[config.mk]
export PLATFORM = sky130hd
export DESIGN_NAME = lockin_demod
export DESIGN_NICKNAME = d
export VERILOG_FILES = /design/src/rtl/lockin_demod.sv
export SDC_FILE = /design/constraint.sdc
export NUM_CORES = 2
export LEC_CHECK = 0
export BUFFER_PORTS_ARGS = -buffer_cell sky130_fd_sc_hd__buf_2
export CAP_MARGIN = 20
export CORE_UTILIZATION = 45
export CTS_BUF_LIST = sky130_fd_sc_hd__clkbuf_8
export DETAILED_ROUTE_END_ITERATION = 12
export PLACE_DENSITY_LB_ADDON = 0.08
export SYNTH_ARGS = -nofsm -noshare
export SYNTH_HDL_FRONTEND = slang
export SYNTH_SLANG_ARGS = --single-unit
[constraint.sdc]
create_clock -name clk -period 15.4 [get_ports clk]
set_input_delay 0.77 -clock clk [delete_from_list [all_inputs] [get_ports clk]]
set_output_delay 0.77 -clock clk [all_outputs]
set_load 0.01 [all_outputs]
[src/rtl/lockin_demod.sv]
//------------------------------------------------------------------------------
// Module   : lockin_demod
// Brief    : Quadrature demodulator and reference generator. An NCO phase
//            accumulator advances once per ADC sample. A quarter-wave sine LUT
//            supplies sin/cos, and these multiply the sample into X/Y products
//            for the downstream CIC decimators. The same sin value also drives
//            the offset-binary reference DAC.
// Revision : 1.0 - initial release
//------------------------------------------------------------------------------
`default_nettype none

module lockin_demod #(
    parameter int DW   = 16,
    parameter int PW   = 32,
    parameter int LUTW = 8,
    parameter int SW   = 16
) (
    input  logic                    clk,
    input  logic                    rst,
    input  logic signed [DW-1:0]    sample_i,
    input  logic                    sample_valid,
    input  logic [2:0]              reffreq,
    input  logic [1:0]              refampl,
    output logic signed [DW+SW-1:0] X_o,
    output logic signed [DW+SW-1:0] Y_o,
    output logic                    out_valid,
    output logic                    phase_wrap,
    output logic [SW-1:0]           ref_out
);

    localparam logic signed [SW-1:0] FS       = SW'((2 ** (SW - 1)) - 1);
    localparam logic [SW-1:0]        MIDSCALE = SW'(2 ** (SW - 1));

    // Elaboration-time table entry: round(FS * sin(pi/2 * k / 2^LUTW))
    function automatic logic signed [SW-1:0] lut_val(input int k);
        real r;
        r = ((2.0 ** (SW - 1)) - 1.0) *
            $sin(3.14159265358979323846 / 2.0 * k / (2.0 ** LUTW));
        return SW'($rtoi(r + 0.5));
    endfunction

    // Quadrant fold: 'near' is lut[a], 'far' is lut[2^LUTW - a]
    function automatic logic signed [SW-1:0] fold(
        input logic [1:0]           q,
        input logic                 a_zero,
        input logic signed [SW-1:0] near,
        input logic signed [SW-1:0] far
    );
        logic signed [SW-1:0] r;
        case (q)
            2'd0:    r = near;
            2'd1:    r = a_zero ? FS : far;
            2'd2:    r = -near;
            default: r = a_zero ? -FS : -far;
        endcase
        return r;
    endfunction

    logic signed [SW-1:0] lut [2**LUTW];

    for (genvar k = 0; k < 2**LUTW; k++) begin : g_lut
        localparam logic signed [SW-1:0] LUT_VAL = lut_val(k);
        assign lut[k] = LUT_VAL;
    end

    // NCO state
    logic [PW-1:0]          phase_q;
    logic                   wrap_pend_q;
    logic [PW-1:0]          inc_d;
    logic [PW-1:0]          phase_d;
    logic                   carry_d;

    // Stage 1: only the phase bits the LUT needs are carried forward
    logic                   s1_valid_q;
    logic signed [DW-1:0]   s1_sample_q;
    logic [LUTW+1:0]        s1_phase_q;
    logic                   s1_wrap_q;
    logic [1:0]             s1_ampl_q;

    // Stage 2
    logic                   s2_valid_q;
    logic signed [DW-1:0]   s2_sample_q;
    logic signed [SW-1:0]   s2_sin_q;
    logic signed [SW-1:0]   s2_cos_q;
    logic                   s2_wrap_q;
    logic [1:0]             s2_ampl_q;

    logic [1:0]             q_d;
    logic [LUTW-1:0]        a_d;
    logic [LUTW-1:0]        a_mirror_d;
    logic signed [SW-1:0]   sin_d;
    logic signed [SW-1:0]   cos_d;
    logic signed [DW+SW-1:0] x_d;
    logic signed [DW+SW-1:0] y_d;
    logic [SW-1:0]          ref_d;

    // Increment is a single power of two; the carry out marks the next sample as first after wrap
    always_comb begin
        inc_d              = PW'(1) << (5'd20 + 5'(reffreq));
        {carry_d, phase_d} = {1'b0, phase_q} + {1'b0, inc_d};
    end

    // Phase accumulator advances only on accepted samples; phase 0 after reset counts as a wrap
    always_ff @(posedge clk) begin
        if (rst) begin
            phase_q     <= '0;
            wrap_pend_q <= 1'b1;
        end else if (sample_valid) begin
            phase_q     <= phase_d;
            wrap_pend_q <= carry_d;
        end
    end

    // S1: capture sample, its phase, wrap flag and amplitude select
    always_ff @(posedge clk) begin
        if (rst) begin
            s1_valid_q <= 1'b0;
        end else begin
            s1_valid_q <= sample_valid;
        end
        if (sample_valid) begin
            s1_sample_q <= sample_i;
            s1_phase_q  <= phase_q[PW-1 -: LUTW+2];
            s1_wrap_q   <= wrap_pend_q;
            s1_ampl_q   <= refampl;
        end
    end

    // Quadrant decode; cos is the same lookup a quarter turn ahead
    always_comb begin
        q_d        = s1_phase_q[LUTW+1 -: 2];
        a_d        = s1_phase_q[LUTW-1:0];
        a_mirror_d = ~a_d + 1'b1;
        sin_d      = fold(q_d,        a_d == '0, lut[a_d], lut[a_mirror_d]);
        cos_d      = fold(q_d + 2'd1, a_d == '0, lut[a_d], lut[a_mirror_d]);
    end

    // S2: register folded sin/cos alongside the sample
    always_ff @(posedge clk) begin
        if (rst) begin
            s2_valid_q <= 1'b0;
        end else begin
            s2_valid_q <= s1_valid_q;
        end
        if (s1_valid_q) begin
            s2_sample_q <= s1_sample_q;
            s2_sin_q    <= sin_d;
            s2_cos_q    <= cos_d;
            s2_wrap_q   <= s1_wrap_q;
            s2_ampl_q   <= s1_ampl_q;
        end
    end

    // Full-width signed products and scaled offset-binary reference
    always_comb begin
        x_d   = (DW+SW)'(s2_sample_q) * (DW+SW)'(s2_sin_q);
        y_d   = (DW+SW)'(s2_sample_q) * (DW+SW)'(s2_cos_q);
        ref_d = $unsigned(s2_sin_q >>> (2'd3 - s2_ampl_q)) + MIDSCALE;
    end

    // S3: outputs update only on a valid sample and hold otherwise
    always_ff @(posedge clk) begin
        if (rst) begin
            X_o        <= '0;
            Y_o        <= '0;
            out_valid  <= 1'b0;
            phase_wrap <= 1'b0;
            ref_out    <= MIDSCALE;
        end else begin
            out_valid  <= s2_valid_q;
            phase_wrap <= s2_valid_q & s2_wrap_q;
            if (s2_valid_q) begin
                X_o     <= x_d;
                Y_o     <= y_d;
                ref_out <= ref_d;
            end
        end
    end

endmodule

`default_nettype wire
==> metrics <==
status complete, no violations; core area 81800 sq um; initial core utilization 0.454; max-capacitance violation count 0; htree depth 4; M1 GR Usage 0.430; Die Y-Extent 289 um; startpoint types flip-flop; Rel. slew slack 0.180; global placer's final weighted congestion 1.01; Synth top area share 0.284; Req. time, crit path 15860 ps; final hold violation count 0; RSZ-0062 raised after global routing no; FFs w/ async S/R, synth 0; fmax 0.133 GHz; std cell rows 105; Setup Buffers After CTS 0; CTS max path bufs 2; library cells used by synthesis 94; remaining antenna violation count after routing 0; WL final 128 mm; drt wl/cell 23.7 um; Tmin final 7530 ps; fill cell count 8151; Pre-antenna DRT Iters 8; Port Buffer Count 105; hold buffers post-CTS 0; Avg Cell Area, Syn 8.35 sq um; Final Skew 64.4 ps; Final setup viols 0; CTS buffer count 17; CTS tree yes; Tcrit/Tclk final 0.489; HP Class in2reg; Placed Area 38300 sq um; initial antenna violation count 3; Slew Viols, Final 0; post-route cell area 38800 sq um; clock sinks 181; total die area 83800 sq um; GRT met3 Usage 0.0522; share of layout cells above drive strength 1 0.0708; gr usage total 0.311; DPL Wire Length 92.3 mm; EDFF count, synth 80; vias after detailed routing 32800; synth warn 0; die width 289 um; number of synthesized register bits 181; largest cells by area after synthesis fa_1 (28%), ha_1 (7.4%), edfxtp_1 (6.5%), inv_1 (6.2%), dfxtp_1 (5.4%); worst skew pair latency 650 ps; crit path DAT 7990 ps; post-CTS sizing 0; nets 5095; global-route wire length before repair 198 mm; Max FO, Critical Path 17; IO Pins 106; gr ovfl total 0; post-DR vias/cell 6.06; 1st-iter DRT viols 3375; Setup crit end kind flip-flop; Synth Flop Type dfxtp_1; P&R area growth vs syn 4.41%; synthesized area 37200 sq um; area leader, netlist fa_1; Post-route DRC 0; Worst Setup Path Type reg2reg; pin count of the biggest net entering global routing 136; top-count cell post-synth inv_1; Synth top cells by count inv_1 (614), fa_1 (528), nand2_1 (427); Setup TNS 0 ps; CTS clock-pin slew for the worst setup and hold paths 150 ps; GRT busiest layer met2; worst slew pin tran 1220 ps; sequential area share after synthesis 0.119; CTS root buffer clkbuf_8; Synth Instances 4451; number of global-route vias before repair 32400; met2 Resource Use GR 0.481
## cell families after synthesis
family / share of synthesized area
AO/OA/AOI/OAI: 0.173
other: 0.000202
AND/OR/NAND/NOR: 0.184
adder cells (fa/ha/maj): 0.358
flip-flops: 0.119
XOR/XNOR: 0.0252
multiplexers: 0.0396
buffers and inverters: 0.101
## critical path, stage by stage, from the launching register on
cell,delay [ps]
edfxtp_1,780
buf_4,320
nand2_1,110
inv_1,150
fa_1,420
inv_1,90
fa_1,410
fa_1,520
inv_1,60
fa_1,480
fa_1,490
inv_1,50
fa_1,470
inv_1,40
ha_1,330
a21o_1,200
a21o_1,170
a21oi_1,210
o21ai_0,100
a2111oi_0,820
o31ai_1,180
a21oi_1,290
o21ai_0,210
a31oi_1,230
xor2_1,150
o21ai_0,80
## state kept, by name, summed over array words and instances (netlist names)
register,cells
s2_sample_q,16
s2_valid_q,1
s2_cos_q,16
wrap_pend_q,1
s2_sin_q,16
ref_out,16
s1_sample_q,16
s1_phase_q,10
s1_ampl_q,2
out_valid,1
X_o,32
Y_o,32
phase_q,16
s1_wrap_q,1
phase_wrap,1
s2_ampl_q,2
s1_valid_q,1
s2_wrap_q,1
## layer usage
layer  share of wire  up-vias  wire length (um)
li1                -    14600                 -
met1            0.43    16200             54900
met2            0.45     1618             57300
met3           0.080      357             10300
met4           0.044        0              5570
met5               0        -                 0
## metrics by stage
stage	cells	hold slack [ps]	setup slack, ps	util
4_1_cts	5405	251	7860	0.474
2_1_floorplan	4458	400	8780	-
3_3_place_gp	5372	404	7970	0.468
6_report	5410	318	7870	0.474
3_5_place_dp	5373	406	7940	0.468
5_1_grt	5410	275	7260	0.474
## cell usage in the layout (no fill, tap or decap), types with 67 or more instances in the layout
master	n
a21oi_1	212
and2_1	268
buf_2	104
buf_4	82
dfxtp_1	99
edfxtp_1	80
fa_1	528
ha_1	217
inv_1	614
mux2i_1	94
nand2_1	426
nand2b_1	68
nand3_1	71
nor2_1	289
nor3_1	73
o21ai_0	188
xnor2_1	67
## layout make-up
class                           count  area [sq um]  share of cell area
Clock inverter                     15           220             0.00567
Tap cell                         1070          1340              0.0345
Inverter                          620          2330              0.0600
Sequential cell                   181          4430               0.114
Antenna cell                        3          7.51            0.000193
Multi-Input combinational cell   3314         29100               0.749
Clock buffer                       17           234             0.00603
Timing Repair Buffer              190          1180              0.0305
## worst paths after layout
check	startpoint	slack [ps]	cells past startpoint	to
worst max-delay path	s2_sample_q[15]$_DFFE_PP_	7870	25	Y_o[29]$_SDFFE_PP0P_
worst min register to register	s1_sample_q[1]$_DFFE_PP_	440	0	s2_sample_q[1]$_DFFE_PP_
worst min-delay path	sample_i[4]	320	1	s1_sample_q[4]$_DFFE_PP_
worst max register to register	s2_sample_q[15]$_DFFE_PP_	7870	25	Y_o[29]$_SDFFE_PP0P_
Power is left out: the tool's default activity adds up to more than one toggle a clock period on the data nets, which glitch-free logic cannot reach.
